**config.mk**
```make
export PLATFORM = sky130hd
export DESIGN_NAME = led_frame_shifter
export DESIGN_NICKNAME = d
export VERILOG_FILES = /design/src/rtl/led_frame_shifter.sv
export SDC_FILE = /design/constraint.sdc
export NUM_CORES = 1
export LEC_CHECK = 0
export BUFFER_PORTS_ARGS = -buffer_cell sky130_fd_sc_hd__buf_2
export CORE_MARGIN = 5
export CORE_UTILIZATION = 35
export CTS_CLUSTER_SIZE = 28
export DETAILED_ROUTE_END_ITERATION = 7
export GPL_TIMING_DRIVEN = 1
export PLACE_DENSITY_LB_ADDON = 0.08
export RECOVER_POWER = 25
export SLEW_MARGIN = 20
export SYNTH_ARGS = -nofsm -noshare
export SYNTH_HDL_FRONTEND = slang
export SYNTH_SLANG_ARGS = --single-unit
```
**constraint.sdc**
```tcl
create_clock -name clk -period 10.4 [get_ports clk]
set_input_delay 2.08 -clock clk [delete_from_list [all_inputs] [get_ports clk]]
set_output_delay 2.08 -clock clk [all_outputs]
set_load 0.02 [all_outputs]
```
**src/rtl/led_frame_shifter.sv**
```systemverilog
// Snapshots framebuf and shifts it MSB first into daisy-chained LED drivers.
// Optional LEDSHIFT_CHANGE_DETECT_EN: after the first frame, reshift only on change.
module led_frame_shifter #(
  parameter int FB_WIDTH   = 384,
  parameter int CLK_DIV    = 4,
  parameter int GAP_CYCLES = 16
) (
  input  logic                clk,
  input  logic                nrst,
  input  logic [FB_WIDTH-1:0] framebuf,
  output logic                led_sclk,
  output logic                led_sdata,
  output logic                led_latch,
  output logic                led_oe_n,
  output logic                busy
);

  localparam int CW = (FB_WIDTH > 1) ? $clog2(FB_WIDTH) : 1;
  localparam int DW = (CLK_DIV > 1) ? $clog2(CLK_DIV) : 1;
  localparam int GW = (GAP_CYCLES > 1) ? $clog2(GAP_CYCLES) : 1;
  localparam logic [CW-1:0] CNT_TOP = CW'(FB_WIDTH - 1);
  localparam logic [DW-1:0] DIV_TOP = DW'(CLK_DIV - 1);
  localparam logic [GW-1:0] GAP_TOP =
    GW'((GAP_CYCLES > 0) ? GAP_CYCLES - 1 : 0);

  typedef enum logic [1:0] {IDLE, SHIFT, LATCH, GAP} state_e;

  state_e              state_q, state_d;
  logic [DW-1:0]       div_q, div_d;
  logic [CW-1:0]       cnt_q, cnt_d;
  logic [GW-1:0]       gap_q, gap_d;
  logic [FB_WIDTH-1:0] snap_q, snap_d;
  logic                sclk_q, sclk_d;
  logic                sdata_q, sdata_d;
  logic                latch_q, latch_d;
  logic                oe_n_q, oe_n_d;
  logic                busy_q, busy_d;
  logic [CW-1:0]       cnt_dec;
  logic                start;

  assign cnt_dec = cnt_q - CW'(1);

  // oe_n still high means no frame has latched since reset
  always_comb begin
`ifdef LEDSHIFT_CHANGE_DETECT_EN
    start = oe_n_q || (framebuf != snap_q);
`else
    start = 1'b1;
`endif
  end

  always_comb begin
    state_d = state_q;
    div_d   = div_q;
    cnt_d   = cnt_q;
    gap_d   = gap_q;
    snap_d  = snap_q;
    sclk_d  = sclk_q;
    sdata_d = sdata_q;
    latch_d = latch_q;
    oe_n_d  = oe_n_q;
    busy_d  = busy_q;
    unique case (state_q)
      IDLE: begin
        if (start) begin
          snap_d  = framebuf;
          cnt_d   = CNT_TOP;
          div_d   = '0;
          busy_d  = 1'b1;
          sclk_d  = 1'b0;
          sdata_d = framebuf[FB_WIDTH-1];
          state_d = SHIFT;
        end
      end
      SHIFT: begin
        if (div_q == DIV_TOP) begin
          div_d = '0;
          if (!sclk_q) begin
            sclk_d = 1'b1;
          end else begin
            sclk_d = 1'b0;
            if (cnt_q == '0) begin
              latch_d = 1'b1;
              state_d = LATCH;
            end else begin
              cnt_d   = cnt_dec;
              sdata_d = snap_q[cnt_dec];
            end
          end
        end else begin
          div_d = div_q + DW'(1);
        end
      end
      LATCH: begin
        if (div_q == DIV_TOP) begin
          div_d   = '0;
          latch_d = 1'b0;
          oe_n_d  = 1'b0;
          gap_d   = '0;
          if (GAP_CYCLES == 0) begin
            busy_d  = 1'b0;
            state_d = IDLE;
          end else begin
            state_d = GAP;
          end
        end else begin
          div_d = div_q + DW'(1);
        end
      end
      GAP: begin
        if (gap_q == GAP_TOP) begin
          busy_d  = 1'b0;
          state_d = IDLE;
        end else begin
          gap_d = gap_q + GW'(1);
        end
      end
      default: state_d = IDLE;
    endcase
  end

  always_ff @(posedge clk or negedge nrst) begin
    if (!nrst) begin
      state_q <= IDLE;
      div_q   <= '0;
      cnt_q   <= '0;
      gap_q   <= '0;
      snap_q  <= '0;
      sclk_q  <= 1'b0;
      sdata_q <= 1'b0;
      latch_q <= 1'b0;
      oe_n_q  <= 1'b1;
      busy_q  <= 1'b0;
    end else begin
      state_q <= state_d;
      div_q   <= div_d;
      cnt_q   <= cnt_d;
      gap_q   <= gap_d;
      snap_q  <= snap_d;
      sclk_q  <= sclk_d;
      sdata_q <= sdata_d;
      latch_q <= latch_d;
      oe_n_q  <= oe_n_d;
      busy_q  <= busy_d;
    end
  end

  assign led_sclk  = sclk_q;
  assign led_sdata = sdata_q;
  assign led_latch = latch_q;
  assign led_oe_n  = oe_n_q;
  assign busy      = busy_q;

endmodule

```
==> results by group <==
Finish
  – Post-route design area: approximately 0.023 mm2
  – Most common cell after layout, fill and taps aside: sky130_fd_sc_hd__dfrtp_1
  – Highest-count cells in the layout ignoring fill and taps: 404 x sky130_fd_sc_hd__dfrtp_1, 394 x sky130_fd_sc_hd__mux2_2, 389 x sky130_fd_sc_hd__buf_2
  – Synthesis-to-finish area growth: 22.5%
  – Number of nets in the layout: 2110
  – Fraction of final layout cells sized beyond drive strength 1: 0.544

Clocking
  – Clock root buffer: sky130_fd_sc_hd__clkbuf_16
  – Clock transition time at the flip-flop clock pins of the worst setup and hold paths: 60 ps
  – Inserted Clock Buffers: 48
  – Resized cells post-CTS: 0
  – Clock sink total: 406
  – Hold bufs inserted after CTS: 0
  – Post-CTS Setup Inserts: 0
  – Number of levels in the clock H-tree: 2
  – Longest Clk Path Bufs: 3
  – TritonCTS clock tree: yes
  – Worst-Skew Late Latency: a little under 600 ps

Timing
  – Slew at the pin closest to its max-slew limit: 3990 ps
  – Hold_ws: 492 ps
  – Fmax: 0.156 GHz
  – Hold Fails Final Rpt: 0
  – Worst-case setup margin in the final layout: 3990 ps
  – Final worst path period share: 0.617
  – Total Negative Setup Slacks: 0 ps
  – Time the final worst path needs with I/O delays and setup: 6410 ps
  – Setup repair after global routing missed its margin: false
  – Relative slew slack: -1.66
  – Setup skew after layout: 12.5 ps
  – Setup violation total in the final timing report: 0
  – Number of slew-limit violations in the final report: around 240

Critical path
  – Critical-path maximum fanout: 155
  – Type of the worst setup path: flip-flop to flip-flop
  – Ordered cell list for the critical path: inv_1, ha_1, clkbuf_2, buf_12, mux2_2
  – CP max stage delay: ~2900 ps
  – Critical Path Slowest Stage Cell: sky130_fd_sc_hd__clkbuf_2
  – Nature of the critical path startpoint: flip-flop
  – Kind of cell adding the most delay to the critical path: buffers and inverters
  – Data arrival, critical path: 6870 ps
  – Total number of cells along the worst setup path: 5
  – Number of cells on the worst reg-to-reg path: 5
  – Critical path buffer and inverter count: 3
  – Data required time at the worst endpoint: 10860 ps
  – Category of the worst setup path capture point: flip-flop

Route
  – Via Count: ~13000
  – DRC violation total after the first TritonRoute iteration: approximately 730
  – Final antenna-violating net count: 0
  – Drt drc: 0
  – DRT Pass-1 Iters: 5
  – Average wire length per cell after detail routing: 23.7 um
  – Drt via density: 5.19
  – Final routed wirelength across all metal layers: 58.4 mm

Synth
  – XOR/XNOR Fraction of Synth Area: 0.00421
  – Dominant register cell in the synthesized netlist: sky130_fd_sc_hd__dfrtp_1
  – Fraction of synthesized cell area taken by the top area cell type: 0.533
  – Post-synth EDFFs: 0
  – Multiplexer share of the synthesized area: 0.331
  – Area of the mapped netlist: 0.0190 mm2
  – Synthesized area per cell: 14.1 um2
  – Main combinational cell family by area after synthesis: multiplexers
  – Proportion of register bits with asynchronous set or reset after synthesis: 1.00
  – Fraction of the mapped netlist area in compound gates: 0.0408
  – Largest area contributor in the synthesized netlist: sky130_fd_sc_hd__dfrtp_1
  – Synthesized instance count: 1352
  – Register area share after synthesis: 0.535
  – Adder and majority cell fraction of the synthesized area: 0.00527
  – Number of nets produced by synthesis: 1746
  – Number of unique standard cell types used by synthesis: 65
  – Simple-gate share of the synthesized area: 0.0570
  – Total number of yosys warnings: 0
  – Synth Register Bits: roughly 410
  – Ranking of synthesized cells by area: sky130_fd_sc_hd__dfrtp_1 53%, sky130_fd_sc_hd__mux2_2 23%, sky130_fd_sc_hd__mux4_2 7.3%

Floorplan
  – Std-Cell Rows: 85
  – Die Y: 243 um
  – Starting density of the core: 0.353
  – Area of the core region: 0.0538 mm2
  – Die W: 243 um
  – Die area: roughly 0.06 mm2
  – Boundary Pins: 391

Global route
  – Number of global-route vias before repair: roughly 14000
  – Initial antenna violation count: 30
  – Global route overflow: 0
  – First-pass GRT wire length: between 80 and 90 mm
  – Overall Global Routing Usage: 0.193
  – Maximum number of pins on one net before global-route repair: between 150 and 200

Place
  – Setup WS pre-CTS: between 5000 and 6000 ps
  – Number of buffers added on ports: between 300 and 400
  – Cell Area, Placed: around 0.022 mm2
  – Final Wtd Congestion: about 0.76
  – Post-detail-place hpwl: 41.5 mm

Power
  – Post-layout total power: 3.75 mW
  – Leakage power figure: 9.94 nW
  – Worst IR Drop VDD: 135 uV
  – Power per Cell Area: 161 mW/mm2

Hold path
  – Hold path depth: 1
  – Worst min-delay path category: flip-flop to flip-flop

Run status
  – Status: complete, but fails checks
  – Violated checks: capacitance limit, slew limit

Run
  – Maxcap violations: 3
[cells by family (layout without fill, tap and decap cells)]
| kind of cell | count (synthesis) | after routing |
|---|---|---|
| xor+xnor | 7 | 7 |
| simple gates | 240 | 240 |
| other cells | 0 | 15 |
| buf+inv | 102 | 505 |
| compound gates | 103 | 103 |
| flops | 406 | 406 |
| fa+ha+maj | 8 | 8 |
| mux | 486 | 486 |
[per-stage QoR]
stage,instances,utilization
2_1_floorplan,1352,-
3_3_place_gp,2362,0.401
3_5_place_dp,2362,0.401
4_1_cts,2451,0.432
5_1_grt,2457,0.432
6_report,2466,0.432
[cell type report]
cell class / instances / area [um2]
repair buffers: 405 / 2080
inverters: 11 / 41.3
multi-input cells: 844 / 8370
clock inverters: 18 / 298
well taps: 696 / 871
clock buffers: 71 / 1410
diodes: 15 / 37.5
fillers: 5048 / 30500
flip-flops and latches: 406 / 10200
[report_power, final]
part / internal, mW / switching [mW]
clock network: 1.13 / 0.685
registers: 1.66 / 0.0406
logic: 0.134 / 0.0993
total: 2.93 / 0.825
[cell usage after synthesis, drive strengths merged, types with 2 or more instances]
| cell | number |
|---|---|
| a22oi | 4 |
| or2 | 2 |
| ha | 8 |
| nand2 | 118 |
| nor3 | 13 |
| a311oi | 3 |
| a21oi | 14 |
| o21a | 2 |
| a32o | 2 |
| mux4 | 71 |
| buf | 35 |
| xor2 | 3 |
| nand3 | 34 |
| nor2 | 35 |
| mux2i | 21 |
| nand4 | 5 |
| o41ai | 3 |
| clkbuf | 56 |
| nand3b | 2 |
| dfrtp | 405 |
| o211ai | 4 |
| a31oi | 12 |
| a32oi | 11 |
| and3 | 5 |
| mux2 | 394 |
| o31ai | 5 |
| nand2b | 3 |
| o21ai | 11 |
| a2111oi | 6 |
| xnor2 | 4 |
| and2 | 8 |
| a22o | 3 |
| a41oi | 2 |
| nor2b | 5 |
| or3 | 4 |
| o22ai | 3 |
| a21boi | 2 |
| o2111ai | 3 |
| nor4 | 4 |
| inv | 11 |
| a211oi | 6 |
[layer usage]
| layer | part of all wire | track usage |
|---|---|---|
| met4 | 0.019 | 0.0519 |
| met1 | 0.44 | 0.262 |
| met3 | 0.067 | 0.0578 |
| met5 | 0.0031 | 0 |
| met2 | 0.47 | 0.306 |
[sequential cells by signal, indices dropped and copies added (netlist names)]
name and cells:
cnt_q 9, busy 1, led_latch 1, div_q 2
snap_q 384, led_oe_n 1, led_sdata 1, led_sclk 1
state_q 2, gap_q 4
[worst paths after layout]
path | from | to | slack (ps)
worst max-delay path | state_q[0]$_DFFE_PN0P_ | snap_q[273]$_DFFE_PN0P_ | 3990
worst min-delay path | led_oe_n$_DFFE_PN1P_ | led_oe_n$_DFFE_PN1P_ | 490
worst max register to register | state_q[0]$_DFFE_PN0P_ | snap_q[273]$_DFFE_PN0P_ | 3990
worst min register to register | led_oe_n$_DFFE_PN1P_ | led_oe_n$_DFFE_PN1P_ | 490
max in group asynchronous | nrst | snap_q[340]$_DFFE_PN0P_ | 6640
min in group asynchronous | nrst | snap_q[249]$_DFFE_PN0P_ | 1570
Power figures use the tool's default switching activity.
